[config.mk]
export PLATFORM = sky130hd
export DESIGN_NAME = uvma_cvmcu_io_pad_drvr
export DESIGN_NICKNAME = d
export VERILOG_FILES = /design/src/rtl/uvma_cvmcu_io_pad_drvr.sv
export SDC_FILE = /design/constraint.sdc
export NUM_CORES = 1
export LEC_CHECK = 0
export BUFFER_PORTS_ARGS = -buffer_cell sky130_fd_sc_hd__buf_2
export CAP_MARGIN = 10
export CORE_MARGIN = 1
export CORE_UTILIZATION = 54
export CTS_BUF_LIST = sky130_fd_sc_hd__clkbuf_16
export DETAILED_ROUTE_END_ITERATION = 10
export PLACE_DENSITY = 0.78
export SLEW_MARGIN = 20
export SYNTH_ARGS = -nofsm -noshare
export SYNTH_HDL_FRONTEND = slang
export SYNTH_SLANG_ARGS = --single-unit
[constraint.sdc]
create_clock -name clk -period 2.7 [get_ports clk]
set_clock_uncertainty 0.05 [all_clocks]
set_input_delay 0.27 -clock clk [delete_from_list [all_inputs] [get_ports clk]]
set_output_delay 0.27 -clock clk [all_outputs]
set_load 0.1 [all_outputs]
[src/rtl/uvma_cvmcu_io_pad_drvr.sv]
// uvma_cvmcu_io_pad_drvr
// Board-side pad driver for the cvmcu_io interface. It accepts queued pad
// commands into a small FIFO and applies them one at a time through an
// IDLE/APPLY/HOLD sequencer. The sequencer drives the per-pad io_in lines back
// into the MCU and flags contention when the MCU enables a pad this block is
// driving.
// Optional feature: define CVMCU_IO_PAD_DRVR_LOOPBACK_EN to make undriven pads
// with an active output enable present io_out_i one registered cycle late.
module uvma_cvmcu_io_pad_drvr #(
    parameter int   NUM_PADS   = 48,
    parameter int   PAD_IDX_W  = 6,
    parameter int   HOLD_W     = 8,
    parameter int   FIFO_DEPTH = 4,
    parameter logic IDLE_VALUE = 1'b1
) (
    input  logic                 clk,
    input  logic                 reset,
    input  logic                 cmd_valid_i,
    output logic                 cmd_ready_o,
    input  logic [PAD_IDX_W-1:0] cmd_pad_i,
    input  logic                 cmd_value_i,
    input  logic [HOLD_W-1:0]    cmd_hold_i,
    input  logic                 cmd_release_i,
    input  logic [NUM_PADS-1:0]  io_out_i,
    input  logic [NUM_PADS-1:0]  io_oe_i,
    output logic [NUM_PADS-1:0]  io_in_o,
    output logic                 busy_o,
    output logic                 contention_o,
    output logic [PAD_IDX_W-1:0] contention_pad_o,
    output logic                 bad_idx_o
);

    localparam int PTR_W = $clog2(FIFO_DEPTH);
    localparam int CNT_W = PTR_W + 1;

    typedef enum logic [1:0] {
        ST_IDLE  = 2'd0,
        ST_APPLY = 2'd1,
        ST_HOLD  = 2'd2
    } state_e;

    typedef struct packed {
        logic [PAD_IDX_W-1:0] pad;
        logic                 value;
        logic [HOLD_W-1:0]    hold;
        logic                 rel;
    } cmd_t;

    cmd_t                 fifo_q [FIFO_DEPTH];
    cmd_t                 fifo_d [FIFO_DEPTH];
    logic [PTR_W-1:0]     wr_ptr_q, wr_ptr_d;
    logic [PTR_W-1:0]     rd_ptr_q, rd_ptr_d;
    logic [CNT_W-1:0]     count_q, count_d;
    logic                 ready_q, ready_d;
    state_e               state_q, state_d;
    cmd_t                 cmd_q, cmd_d;
    logic [HOLD_W-1:0]    hold_cnt_q, hold_cnt_d;
    logic                 busy_q, busy_d;
    logic [NUM_PADS-1:0]  io_in_q, io_in_d;
    logic [NUM_PADS-1:0]  driven_q, driven_d;
    logic                 bad_idx_q, bad_idx_d;
    logic                 c_any_q, c_any_d;
    logic                 contention_q, contention_d;
    logic [PAD_IDX_W-1:0] contention_pad_q, contention_pad_d;

    logic                 push_s;
    logic                 pop_s;
    logic [NUM_PADS-1:0]  c_s;
    logic [PAD_IDX_W-1:0] c_low_s;

    // Command FIFO: push on handshake, pop when the sequencer is idle; ready comes from registered count.
    always_comb begin
        push_s   = cmd_valid_i && ready_q;
        pop_s    = (state_q == ST_IDLE) && (count_q != {CNT_W{1'b0}});
        fifo_d   = fifo_q;
        wr_ptr_d = wr_ptr_q;
        rd_ptr_d = rd_ptr_q;
        if (push_s) begin
            fifo_d[wr_ptr_q].pad   = cmd_pad_i;
            fifo_d[wr_ptr_q].value = cmd_value_i;
            fifo_d[wr_ptr_q].hold  = cmd_hold_i;
            fifo_d[wr_ptr_q].rel   = cmd_release_i;
            wr_ptr_d               = wr_ptr_q + PTR_W'(1'b1);
        end else begin
            wr_ptr_d = wr_ptr_q;
        end
        if (pop_s) begin
            rd_ptr_d = rd_ptr_q + PTR_W'(1'b1);
        end else begin
            rd_ptr_d = rd_ptr_q;
        end
        case ({push_s, pop_s})
            2'b10:   count_d = count_q + CNT_W'(1'b1);
            2'b01:   count_d = count_q - CNT_W'(1'b1);
            default: count_d = count_q;
        endcase
        ready_d = (count_d != CNT_W'(FIFO_DEPTH));
    end

    // Sequencer next state: pop/latch in IDLE, load the hold counter in APPLY, count down in HOLD.
    always_comb begin
        state_d    = state_q;
        cmd_d      = cmd_q;
        hold_cnt_d = hold_cnt_q;
        case (state_q)
            ST_IDLE: begin
                if (pop_s) begin
                    state_d = ST_APPLY;
                    cmd_d   = fifo_q[rd_ptr_q];
                end else begin
                    state_d = ST_IDLE;
                end
            end
            ST_APPLY: begin
                state_d = ST_HOLD;
                // A hold of zero behaves like a hold of one.
                if (cmd_q.hold == {HOLD_W{1'b0}}) begin
                    hold_cnt_d = {HOLD_W{1'b0}};
                end else begin
                    hold_cnt_d = cmd_q.hold - HOLD_W'(1'b1);
                end
            end
            ST_HOLD: begin
                if (hold_cnt_q == {HOLD_W{1'b0}}) begin
                    state_d = ST_IDLE;
                end else begin
                    hold_cnt_d = hold_cnt_q - HOLD_W'(1'b1);
                end
            end
            default: begin
                state_d = ST_IDLE;
            end
        endcase
        busy_d = (count_d != {CNT_W{1'b0}}) || (state_d != ST_IDLE);
    end

    // Pad image: optional loopback on undriven pads, then the APPLY-edge update for the latched command.
    always_comb begin
        io_in_d   = io_in_q;
        driven_d  = driven_q;
        bad_idx_d = bad_idx_q;
`ifdef CVMCU_IO_PAD_DRVR_LOOPBACK_EN
        for (int i = 0; i < NUM_PADS; i++) begin
            if (!driven_q[i]) begin
                io_in_d[i] = io_oe_i[i] ? io_out_i[i] : IDLE_VALUE;
            end else begin
                io_in_d[i] = io_in_q[i];
            end
        end
`endif
        if (state_q == ST_APPLY) begin
            if (32'(cmd_q.pad) >= NUM_PADS) begin
                // Out-of-range target: keep normal timing but touch no pad.
                bad_idx_d = 1'b1;
            end else begin
                for (int i = 0; i < NUM_PADS; i++) begin
                    if (cmd_q.pad == PAD_IDX_W'(i)) begin
                        io_in_d[i]  = cmd_q.rel ? IDLE_VALUE : cmd_q.value;
                        driven_d[i] = !cmd_q.rel;
                    end else begin
                        driven_d[i] = driven_d[i];
                    end
                end
            end
        end else begin
            bad_idx_d = bad_idx_q;
        end
    end

    // Contention detect: pulse on the rising edge of any(driven & oe), capturing the lowest index.
    always_comb begin
        c_s     = driven_q & io_oe_i;
        c_any_d = |c_s;
        c_low_s = {PAD_IDX_W{1'b0}};
        for (int i = NUM_PADS - 1; i >= 0; i--) begin
            if (c_s[i]) begin
                c_low_s = PAD_IDX_W'(i);
            end else begin
                c_low_s = c_low_s;
            end
        end
        contention_d = c_any_d && !c_any_q;
        if (contention_d) begin
            contention_pad_d = c_low_s;
        end else begin
            contention_pad_d = contention_pad_q;
        end
    end

    // State register with synchronous reset; reset discards queued and in-flight commands.
    always_ff @(posedge clk) begin
        if (reset) begin
            fifo_q           <= '{default: {$bits(cmd_t){1'b0}}};
            wr_ptr_q         <= {PTR_W{1'b0}};
            rd_ptr_q         <= {PTR_W{1'b0}};
            count_q          <= {CNT_W{1'b0}};
            ready_q          <= 1'b1;
            state_q          <= ST_IDLE;
            cmd_q            <= {$bits(cmd_t){1'b0}};
            hold_cnt_q       <= {HOLD_W{1'b0}};
            busy_q           <= 1'b0;
            io_in_q          <= {NUM_PADS{IDLE_VALUE}};
            driven_q         <= {NUM_PADS{1'b0}};
            bad_idx_q        <= 1'b0;
            c_any_q          <= 1'b0;
            contention_q     <= 1'b0;
            contention_pad_q <= {PAD_IDX_W{1'b0}};
        end else begin
            fifo_q           <= fifo_d;
            wr_ptr_q         <= wr_ptr_d;
            rd_ptr_q         <= rd_ptr_d;
            count_q          <= count_d;
            ready_q          <= ready_d;
            state_q          <= state_d;
            cmd_q            <= cmd_d;
            hold_cnt_q       <= hold_cnt_d;
            busy_q           <= busy_d;
            io_in_q          <= io_in_d;
            driven_q         <= driven_d;
            bad_idx_q        <= bad_idx_d;
            c_any_q          <= c_any_d;
            contention_q     <= contention_d;
            contention_pad_q <= contention_pad_d;
        end
    end

`ifndef CVMCU_IO_PAD_DRVR_LOOPBACK_EN
    logic unused_io_out_s;
    assign unused_io_out_s = ^io_out_i;
`endif

    assign cmd_ready_o      = ready_q;
    assign busy_o           = busy_q;
    assign io_in_o          = io_in_q;
    assign contention_o     = contention_q;
    assign contention_pad_o = contention_pad_q;
    assign bad_idx_o        = bad_idx_q;

endmodule

Yosys cells after proc, flatten, opt, wreduce, memory -nomap -nowiden
Cells that the tools add are included.

Equal/unequal tests: 53. Shifts and indexed selects: 0. Div/mod/pow operators: 0. Order comparisons: 4. $add $sub $neg: 6. Reductions and logical operators: 67. Multiply operators: 0. Muxes and demuxes: 71. Bitwise gates (word level): 4.

Operator list (number): $mux W6 (48); $bwmux W64 (4); $reduce_and A3 Y1 (48); $demux W16 S2 (4); $eq A6 B5 Y1 const B (16); $eq A6 B6 Y1 const B (16); $and A48 B48 Y48 (1); $eq A6 B4 Y1 const B (8); $mux W16 (3); $reduce_or A48 Y1 (1); $bmux W16 S2 (1); $eq A6 B3 Y1 const B (4); $logic_not A8 Y1 (2); $mux W8 (2); $pmux W8 S2 (1); $sub A8 B1 Y8 const B (2); $eq A6 B2 Y1 const B (2); $mux W10 (1); $mux W9 (1); $eq A6 B1 Y1 const B (1); $ge A3 B3 Y1 const B (2); $ge A6 B6 Y1 const B (1); $logic_not A6 Y1 (1); $not A2 Y3 (2); other kinds (20) (33).

Memory bits (read-only): 0. Register bits: 204. Word-level logic and storage cells: 332. Input bits: 115. Bits in writable memories: 0. Latch bits: 0. Output and inout bits: 58. Memories: 0.

Longest topological paths before layout
Gate-level depths: netlist (run 1).

Depth after elaboration: 49. Depth in mapped cells: 12. Depth with buffers taken out: 11.

Worst setup path after synthesis (run 1)
No wires, ideal clock.

Path type: register to register. Start: reg ready_q, in the netlist cmd_ready_o. End: reg busy_q, in the netlist busy_o. Stages on the path, launching flop included: 10. Buffers on the path: 1. Path slack: 0.046 ns. Library setup time: 0.081 ns. Data required time: 2.569 ns. Data arrival time: 2.523 ns. Clock period less this slack: 2.654 ns. Cell sequence: dfxtp_1 and2_1 clkbuf_1 inv_1 ha_1 inv_1 fa_1 nand2_1 o21ai_0 a41oi_1.

Cells in the longest elaborated chain, start to end: 5. Elaborated cells between the ends (all ways): 6. Those cells by class: eq/ne: 2; mux: 1; reduce/logical: 3.

Ends and longest elaborated chain: start: declaration (line 54) `logic ready_q, ready_d;`; start signal: assignment (line 213) `ready_q <= ready_d;`; $logic_and A1 B1 Y1 (*) (line 73) `push_s = cmd_valid_i && ready_q;`; $eq A2 B1 Y1 or $eq A2 B2 Y1 (tied branches) (line 92) `case ({push_s, pop_s})`; $pmux W3 S2 (*) (line 92); $reduce_bool A3 Y1 (*) (line 134) `busy_d = (count_d != {CNT_W{1'b0}}) || (state_d != ST_IDLE);`; $logic_or A1 B1 Y1 (*) (line 134); end signal: assignment (line 217) `busy_q <= busy_d;`; end: declaration (line 58) `logic busy_q, busy_d;`.

Mark *: on every way between the ends. The rest lies on a longest branch, timed or not. A chain may end at the register's enable or synchronous reset.

Worst setup path in the final report (run 1)
Start: reg state_q[1]. End: reg io_in_q[15], in the netlist io_in_o[15].

Cells in the longest elaborated chain, start to end: 2.

Ends and longest elaborated chain: start: declaration (line 55) `state_e state_q, state_d;`; start signal: assignment (line 214) `state_q <= state_d;`; $eq A2 B1 Y1 (line 151) `if (state_q == ST_APPLY) begin`; $reduce_and A3 Y1 (no line); end signal: assignment (line 202) `io_in_q <= {NUM_PADS{IDLE_VALUE}};`; end signal: assignment (line 218) `io_in_q <= io_in_d;`; end: declaration (line 59) `logic [NUM_PADS-1:0] io_in_q, io_in_d;`.

No other way between the ends.

==> impl_results.md, run 1 <==
* Post-synthesis cell type count at 60
* CTS buffer count at 21
* Residual DRC at 0
* Met2 Use GR at 44.63%
* Core box area at 16060 um^2
* Worst hold margin at 9.532 ps
* Instance count of the mapped netlist at between 1000 and 1500
* GRT overflow at 0
* Top-count cell post-synth: nand2_1
* DRT antenna net count at 0
* CTS tree: yes
* Slowest stage delay, CP at 580 ps
* Post-synth EDFFs at 0
* RD Place Congestion at roughly 0.92
* Fmax at 467.5 MHz
* Drt wl/cell at around 17 um
* Vias at about 8400
* GR peak layer: met2
* Status: completed
* Clk Latency, worst-skew pair at roughly 500 ps
* Flops & latches, synth at 204
* Relative slew slack at 44.47%
* Max stage delay cell, worst path: nor3_4
* Critical-path cell list: nand2b_1 > nor3_4 > nand2_1 > a211o_1
* Crit-path max FO at 16
* Largest area contributor in the netlist: dfxtp_1
* H-tree Lvls at 1
* Ant diodes at 0
* Clock Tree Buf Depth at 3
* Mean Syn Cell Area at 8.117 um^2
* Final wirelength at about 24000 um
* Hold Fails Final Rpt at 0
* Width of the die at 130.8 um
* CP Capture Type: register
* Slew Viols, Final at 0
* IO buf count at around 120
* First-pass GRT wire length at about 38000 um
* Finish-stage setup viols at 0
* DRT iter0 DRCs at 833
* Final HPWL DP at 16260 um
* Worst slew pin tran at 832.9 ps
* Area contributors post-synth: dfxtp_1 46%, nand2_1 11%, a21oi_1 8.3%
* Root Driver: clkbuf_16
* TritonCTS sink count at 204
* Largest net degree at the start of global routing at 86
* Post CTS Setup Buffer Count at 0
* Sum Neg Setup Slack at 0 ps
* Post-synthesis cell area at 8954 um^2
* Ys Warns at 0
* Synth top area share at 45.61%
* Met1 GRT Util at between 30% and 40%
* # IOs at ~170
* Total GRT Usage at ~28%
* Layout area overhead at 17.43%
* HP Class: in -> reg
* Pwr/cell area at 799.3 nW/um^2
* Most used flip-flop cell after synthesis: dfxtp_1
* Final WS setup at 561.0 ps
* Total power at 8.403 mW
* Commonest cells post-synth: 258 x nand2_1, 204 x dfxtp_1, 177 x nor2_1, 149 x a21oi_1, 48 x a211o_1
* Initial antenna violation count at 0
* Placed cell count at 1402
* Initial Utilization at 55.76%
* Post-Layout Cell Count at 1450
* Syn nets at approximately 1200
* Min cycle time layout at 2139 ps
* Worst EP arrival at approximately 2500 ps
* Layout cells sized above 1 at between 10% and 20%
* Via count of the first global-routing pass at ~7600
* Die Span Y at 130.8 um
* Worst ir drop on vdd at 0.4527 mV
* Placement Setup Slack at about 550 ps
* Max cap viols at 0
* FP Rows at 46
* Total Nets Final at 1344
* Drt via density at 5.785
* Post-synthesis sequential area ratio at between 40% and 50%
* Startpoint types: register
* Clock slew at reported path FFs at 60 ps
* Leakage power at roughly 4.0 nW
* RSZ-0062 raised after global routing: false
* 1st-pass router iterations at 5
* FFs w/ async S/R, synth at 0%
* Die ar. at 17100 um^2
* Crit share post-route at 79.22%
* CP Class: reg -> reg
* GR met3 Demand/Resource at under 10%
* CP required at between 3000 and 4000 ps
==> layout by cell type (no fill, tap or decap), types with 3 or more instances in the layout <==
cell and n:
a31oi_1 6, a22oi_1 21, a22o_1 6, clkinv_1 3, nand2b_1 9, o2111ai_1 3, buf_4 16, mux4_2 16
clkinv_2 5, inv_1 17, buf_2 123, a32o_1 3, nor3b_1 3, nand2_1 258, a21oi_1 149, nor3_1 14
nand3b_1 4, or3_1 3, clkbuf_16 21, ha_1 8, a32oi_1 5, xor2_1 5, dfxtp_1 203, a211o_1 48
and3_1 4, and2_1 3, nand4_1 3, nor2_1 176, nor2b_1 4, nand3_1 11, xnor2_1 6, a211oi_1 7
o21ai_0 14, dlygate4sd3_1 11
==> critical path: cells and delay by family, from the launching register on <==
| kind | cells | cell delay, ps |
|---|---|---|
| DFF | 1 | 370 |
| AOI/OAI and AO/OA | 1 | 340 |
| and+or+nand+nor | 3 | 1250 |
==> area by class of cell <==
class	instances	area, um^2
fill	1347	5544
clock inverter	16	127.6
timing repair buffer	152	877.1
clock buffer	21	525.5
multi-input combinational	827	4576
tap	216	270.3
sequential	204	4085
inverter	14	52.55
==> cells by family (layout without fill, tap and decap cells) <==
group                      Yosys count  after routing  share of synthesized area (%)
and+or+nand+nor                    504            504                          23.59
AOI/OAI and AO/OA                  285            285                          20.77
DFF                                204            204                          45.61
buffers and inverters               72            203                          3.368
muxes                               18             18                          4.248
xor gates and xnor gates            11             11                          1.076
adders and majority gates            9              9                          1.342
==> report_power, final <==
part / total, mW / switching (mW) / leakage (nW) / internal [mW]
sequential: 3.45 / 0.213 / 1.65 / 3.24
clock: 2.77 / 1.17 / 0.337 / 1.61
combinational: 2.18 / 1.43 / 1.99 / 0.741
==> stage by stage <==
| step | cell area, um^2 | util (%) |
|---|---|---|
| final | 10510 | 65.47 |
| after global routing | 10510 | 65.47 |
| after floorplan | 8954 | - |
| after global placement | 9751 | 60.72 |
| after CTS | 10510 | 65.47 |
| after detailed placement | 9751 | 60.72 |
==> layer usage <==
layer / vias to the layer above / share of wire [%]
met5: - / 0
met4: 0 / 2.4
met3: 54 / 8.1
met2: 345 / 46
met1: 3943 / 44
li1: 4046 / -
==> sequential cells by signal (all words and copies together), names as in the netlist <==
register	cells
contention_o	1
state_q	2
cmd_q	16
io_in_o	48
cmd_ready_o	1
hold_cnt_q	8
bad_idx_o	1
wr_ptr_q	2
count_q	3
rd_ptr_q	2
c_any_q	1
driven_q	48
contention_pad_o	6
busy_o	1
fifo_q	64
==> worst paths after layout <==
path,startpoint,endpoint,slack [ps],cells past startpoint
setup reg to reg,state_q[1]$_SDFF_PP0_,io_in_o[15]$_SDFFE_PP1P_,560,4
setup / recovery,state_q[1]$_SDFF_PP0_,io_in_o[15]$_SDFFE_PP1P_,560,4
hold / removal,cmd_pad_i[5],fifo_q[31]$_SDFFE_PP0P_,10,3
hold reg to reg,fifo_q[62]$_SDFFE_PP0P_,fifo_q[62]$_SDFFE_PP0P_,400,2
==> repair_timing <==
item	CTS	global route
gates resized for setup	0	0
hold endpoints to repair	31	0
hold buffers	11	0
Note: power is estimated with default switching activity, not from simulation.
==> run 2, diff against run 1 <==
--- a/config.mk
+++ b/config.mk
@@ -5,6 +5,7 @@
 export SDC_FILE = /design/constraint.sdc
 export NUM_CORES = 1
 export LEC_CHECK = 0
+export ABC_AREA = 1
 export BUFFER_PORTS_ARGS = -buffer_cell sky130_fd_sc_hd__buf_2
 export CAP_MARGIN = 10
 export CORE_MARGIN = 1
==> constraint.sdc (replaced) <==
create_clock -name clk -period 2.05 [get_ports clk]
set_clock_uncertainty 0.05 [all_clocks]
set_input_delay 0.205 -clock clk [delete_from_list [all_inputs] [get_ports clk]]
set_output_delay 0.205 -clock clk [all_outputs]
set_load 0.1 [all_outputs]
==> run 2 against run 1 <==
  * The flow now finishes with violations (setup timing)
  * Cell area rose by 3.5%
  * Largest power group is now combinational logic
  * Worst hold slack improved by 23 ps
  * Largest cell class is now flip-flops and latches
  * Critical path type unchanged
  * Register-to-register slack got worse by 1400 ps
==> impl_results.md, run 2 <==
* Post-synthesis sequential area ratio at 46.31%
* Commonest non-fill, non-tap cells in the layout: 199 x nand2_1, 194 x dfxtp_1, 186 x a21oi_1
* CTS buffer count at 22
* # IOs at 173
* CP required at 2370 ps
* Placement Setup Slack at -855.0 ps
* Min cycle time layout at 2900 ps
* CTS tree: yes
* Layout area overhead at 23.35%
* Initial antenna violation count at 0
* Failing checks: setup timing
* Largest net degree at the start of global routing at 88
* Startpoint types: register
* Clock Tree Buf Depth at 3
* Total Nets Final at 1520
* Pint at roughly 8 mW
* Total GRT Usage at 28.66%
* Root Driver: clkbuf_16
* Max stage delay cell, worst path: dfxtp_2
* CP Class: reg -> reg
* Worst hold margin at 32.61 ps
* Sequential Power Share at 35.9%
* Residual DRC at 0
* Finish-stage setup viols at 4
* Die Span Y at 129.8 um
* Clk Latency, worst-skew pair at about 510 ps
* Instance count of the mapped netlist at 1235
* Synth top area share at 46.31%
* CP Capture Type: register
* Final WS setup at -850.3 ps
* Worst EP arrival at 3220 ps
* Relative slew slack at 62.15%
* Post-Layout Cell Count at 1627
* Most used flip-flop cell after synthesis: dfxtp_1
* IO buf count at between 100 and 150
* Drt wl/cell at 14.65 um
* Slew Viols, Final at 0
* Mean Syn Cell Area at 7.140 um^2
* HP Class: in -> reg
* Largest Register: fifo_q
* Die ar. at 16850 um^2
* RSZ-0062 raised after global routing: true
* DRT iter0 DRCs at 722
* Final HPWL DP at 15840 um
* Fmax at between 300 and 400 MHz
* Drt via density at 5.451
* Post-synthesis cell area at 8818 um^2
* Switching share of power at 39.65%
* Top-count cell post-synth: dfxtp_1
* Placed cell count at 1570
* Clock slew at reported path FFs at roughly 60 ps
* Post-synth EDFFs at 0
* Leakage power at between 4 and 5 nW
* FFs w/ async S/R, synth at 0%
* Max cap viols at 0
* H-tree Lvls at 1
* Largest area contributor in the netlist: dfxtp_1
* Flops & latches, synth at 204
* Initial Utilization at 55.51%
* Hold Fails Final Rpt at 0
* Worst path most repeated cell: nand2_1
* GRT overflow at 0
* Max reg flops at 64
* Commonest cells post-synth: 204 x dfxtp_1, 202 x nand2_1, 186 x a21oi_1, 178 x o21ai_0, 134 x nor2_1
* Ys Warns at 0
* FP Rows at 46
* Worst ir drop on vdd at 0.8897 mV
* 1st-pass router iterations at 6
* Core box area at 15890 um^2
* Pwr/cell area at 1245 nW/um^2
* Status: complete, but fails checks
* Syn nets at 1359
* First-pass GRT wire length at 38520 um
* Crit share post-route at 141.5%
* Layout cells sized above 1 at between 10% and 20%
* Ant diodes at 0
* RD Place Congestion at 0.8670
* Width of the die at 129.8 um
* DRT antenna net count at 0
* Vias at 8869
* Slowest stage delay, CP at 320 ps
* Sw power at 5.369 mW
* Clock network power share at between 20% and 30%
* TritonCTS sink count at 204
* Worst slew pin tran at 567.8 ps
* Via count of the first global-routing pass at around 8000
* Crit-path max FO at 2
* Logic gate share of total power at a little under two fifths
* Core Util, Final at between 60% and 70%
* Area contributors post-synth: dfxtp_1 46%, a21oi_1 11%, o21ai_0 10%
* Post-synthesis cell type count at 33
* Final wirelength at between 20000 and 25000 um
* Leading cell type in the layout, fill and taps excluded: nand2_1
* Total power at 13.54 mW
run 2: logic make-up (layout without fill, tap and decap cells):
kind of cell	after synthesis	in the layout	synth area share, %
fa+ha+maj	9	9	1.362
flops	204	204	46.31
simple gates	405	405	18.62
xor+xnor	8	8	0.7945
buf+inv	196	372	8.343
compound gates	413	413	24.57
run 2: worst paths after layout:
| path | from | to | slack [ps] | depth (start not counted) |
|---|---|---|---|---|
| worst max-delay path | driven_q[47]$_SDFFE_PP0P_ | contention_pad_o[0]$_SDFFE_PP0P_ | -850 | 50 |
| worst max register to register | driven_q[47]$_SDFFE_PP0P_ | contention_pad_o[0]$_SDFFE_PP0P_ | -850 | 50 |
| worst min-delay path | io_oe_i[1] | contention_pad_o[1]$_SDFFE_PP0P_ | 30 | 4 |
| worst min register to register | fifo_q[45]$_SDFFE_PP0P_ | fifo_q[45]$_SDFFE_PP0P_ | 400 | 2 |
run 2: cell type report:
class                      count  area (um^2)
multi-input combinational    835         4075
timing repair buffer         199         1287
fill                        1376         5007
clock buffer                  23        575.6
inverter                     134        505.5
sequential                   204         4096
tap                          216        270.3
clock inverter                16        67.56
run 2: repair_timing:
item / 4_1_cts / 5_1_grt
setup endpoints to repair: 4 / 14
resized for setup: 11 / 15
pin swaps: 7 / 27
hold buffers: 17 / 0
setup buffers: 1 / 2
hold endpoints to repair: 56 / 0
run 2: power groups by stage:
stage                     logic [mW]  registers (mW)  clock network, mW
after floorplan                 3.17            5.15                  0
after global placement          4.81            4.91                  0
after detailed placement        4.87            4.92                  0
after CTS                       5.01            4.85               3.64
after global routing            5.66            4.92               3.80
final                           5.09            4.86               3.59
run 2: routing by layer:
metal / track usage (%) / vias to the layer above / share of wire, %
met5: 0 / - / 0
met4: 11.49 / 0 / 3.2
met3: 4.059 / 55 / 7.6
met2: 46.37 / 377 / 46
met1: 38.65 / 4028 / 43
li1: - / 4409 / -
run 2: worst max-delay path, delay by kind of cell, from the launching register on:
family	cells	cell delay (ps)
compound gates	1	50
buf+inv	1	30
flops	1	320
simple gates	48	2280
run 2: per-stage QoR:
stage	cell area, um^2	TNS (ps)
after global routing	10880	-2643
after floorplan	8865	-781.1
after detailed placement	9993	-1360
after CTS	10830	-1292
final	10880	-1544
after global placement	9993	-1269
==> run 3, diff against run 2 <==
--- a/config.mk
+++ b/config.mk
@@ -6,13 +6,13 @@
 export NUM_CORES = 1
 export LEC_CHECK = 0
 export ABC_AREA = 1
-export BUFFER_PORTS_ARGS = -buffer_cell sky130_fd_sc_hd__buf_2
 export CAP_MARGIN = 10
 export CORE_MARGIN = 1
 export CORE_UTILIZATION = 54
 export CTS_BUF_LIST = sky130_fd_sc_hd__clkbuf_16
 export DETAILED_ROUTE_END_ITERATION = 10
-export PLACE_DENSITY = 0.78
+export DONT_BUFFER_PORTS = 1
+export PLACE_DENSITY = 0.69
 export SLEW_MARGIN = 20
 export SYNTH_ARGS = -nofsm -noshare
 export SYNTH_HDL_FRONTEND = slang
==> run 3 against run 2 <==
  * Sequential cell count unchanged
  * Wire length is 1.6% higher
  * The flow finishes with violations (hold timing, setup timing)
  * First-iteration DRC count decreased by 38%
  * Highest routed layer unchanged
  * Critical path depth is the same
  * Register-to-register slack improved by 30 ps
==> impl_results.md, run 3 (synthesized netlist as in run 2, its figures left out) <==
* Sum Neg Setup Slack at -5603 ps
* Relative slew slack at 56.51%
* CTS buffer count at 22
* Core box area at ~16000 um^2
* Final HPWL DP at 16010 um
* Reg-to-reg startpoint: driven_q[47]$_SDFFE_PP0P_
* Worst path most repeated cell: nand2_1
* CP required at roughly 2500 ps
* Failing checks: hold timing, setup timing
* Die ar. at ~17000 um^2
* WP buf/inv at 1
* Startpoint types: register
* Crit-path max FO at 2
* Drt via density at approximately 5.3
* Fillers at 1403
* Core Util, Final at between 60% and 70%
* Fmax at 348.4 MHz
* GRT overflow at 0
* H-tree Lvls at 1
* CP Capture Type: register
* Final wirelength at 24210 um
* Pwr/cell area at 1278 nW/um^2
* DRT iter0 DRCs at 445
* Vias at ~8400
* Layout area overhead at 23.67%
* Commonest non-fill, non-tap cells in the layout: 198 x nand2_1, 198 x dfxtp_1, 185 x a21oi_1
* Area of placed instances at 9784 um^2
* FP Rows at 46
* Drt wl/cell at 15.33 um
* Clk Latency, worst-skew pair at 510 ps
* Cell area after layout at 10910 um^2
* Final WS setup at -820.2 ps
* RD Place Congestion at just under 0.9
* Clock slew at reported path FFs at 60 ps
* Via count of the first global-routing pass at around 7700
* Min cycle time layout at 2870 ps
* TritonCTS sink count at 204
* Finish-stage setup viols at 8
* Max reg flops at 64
* Clock Tree Buf Depth at 3
* Slew Viols, Final at 0
* Largest Register: fifo_q
* Residual DRC at 0
* Root Driver: clkbuf_16
* Critical path startpoint: driven_q[47]$_SDFFE_PP0P_
* WP depth at 50
* # IOs at around 170
* Total Nets Final at 1470
* Cell family with most CP delay: simple AND/OR/NAND/NOR gates
* Cell count of the worst reg-to-reg path at 50
* R2R setup slack at -820 ps
* IO buf count at 0
* Leakage power at 4.404 nW
* RSZ-0062 raised after global routing: true
* Total GRT Usage at 28.30%
* Placement Setup Slack at -838.1 ps
* Hold Fails Final Rpt at 85
* Worst slew pin tran at 650.7 ps
* Min-delay src: reset
* Worst hold margin at -257.5 ps
* Hold_buf cts at 19
* Die Span Y at roughly 130 um
* Status: complete, but fails checks
* Initial antenna violation count at 1
* CTS tree: yes
* 1st-pass router iterations at 5
* Slowest stage delay, CP at between 300 and 400 ps
* HP Class: in -> reg
* First-pass GRT wire length at 37870 um
* Max cap viols at 0
* Worst ir drop on vdd at approximately 1.2 mV
* Largest net degree at the start of global routing at 89
* Crit share post-route at 140.0%
* Initial Utilization at 55.51%
* DRT antenna net count at 0
* CP Class: reg -> reg
* Width of the die at 129.8 um
* Max stage delay cell, worst path: dfxtp_2
* Worst EP arrival at 3270 ps
* Worst hold stages at 1
* Layout cells sized above 1 at 15.35%
==> run 3: metrics by stage <==
stage | total power, mW | hold slack (ps) | instances
global route | 14.81 | -307.0 | 1579
CTS | 13.76 | -299.5 | 1573
global placement | 9.609 | 232.9 | 1504
finish | 13.94 | -257.5 | 1579
floorplan | 8.325 | 320.8 | 1235
detailed placement | 9.685 | 232.7 | 1504
==> run 3: worst paths after layout <==
| path | endpoint |
|---|---|
| worst max-delay path | contention_pad_o[0]$_SDFFE_PP0P_ |
| worst min register to register | fifo_q[1]$_SDFFE_PP0P_ |
| worst min-delay path | contention_pad_o[0]$_SDFFE_PP0P_ |
| worst max register to register | contention_pad_o[0]$_SDFFE_PP0P_ |
==> run 3: report_power, final <==
| part | switching, mW | internal, mW | total [mW] |
|---|---|---|---|
| registers | 0.402 | 4.49 | 4.90 |
| clock network | 1.59 | 2.33 | 3.93 |
| logic | 3.38 | 1.74 | 5.12 |
| total | 5.38 | 8.56 | 13.9 |
==> run 3: repair_timing <==
item | in CTS | in global routing
setup endpoints to repair | 4 | 16
gates resized for setup | 14 | 13
endpoints found under the hold margin | 120 | 85
pin swaps | 27 | 29
setup buffers | 11 | 6
==> run 3: area by class of cell <==
type | count | area [um^2] | share of cell area, %
multi-input combinational | 835 | 4110 | 37.69
sequential | 204 | 4091 | 37.52
timing repair buffer | 149 | 1210 | 11.09
clock buffer | 22 | 550.5 | 5.048
inverter | 134 | 503.0 | 4.612
tap | 216 | 270.3 | 2.478
clock inverter | 18 | 167.7 | 1.537
antenna | 1 | 2.502 | 0.02295
==> run 3: layer usage <==
layer  vias up  part of all wire [%]  wire length, um  GRT usage (%)
met2       256                    46            11210          47.85
met3        38                   7.7             1858          5.207
li1       4307                     -                -              -
met5         -                     0                0              0
met4         0                   2.1              511          7.182
met1      3821                    44            10630          37.28
==> run 3: worst register-to-register path: cells and delay by family (launching register included) <==
kind | cells | cell delay (ps)
buf+inv | 1 | 50
flops | 1 | 330
compound gates | 1 | 100
simple gates | 48 | 2270
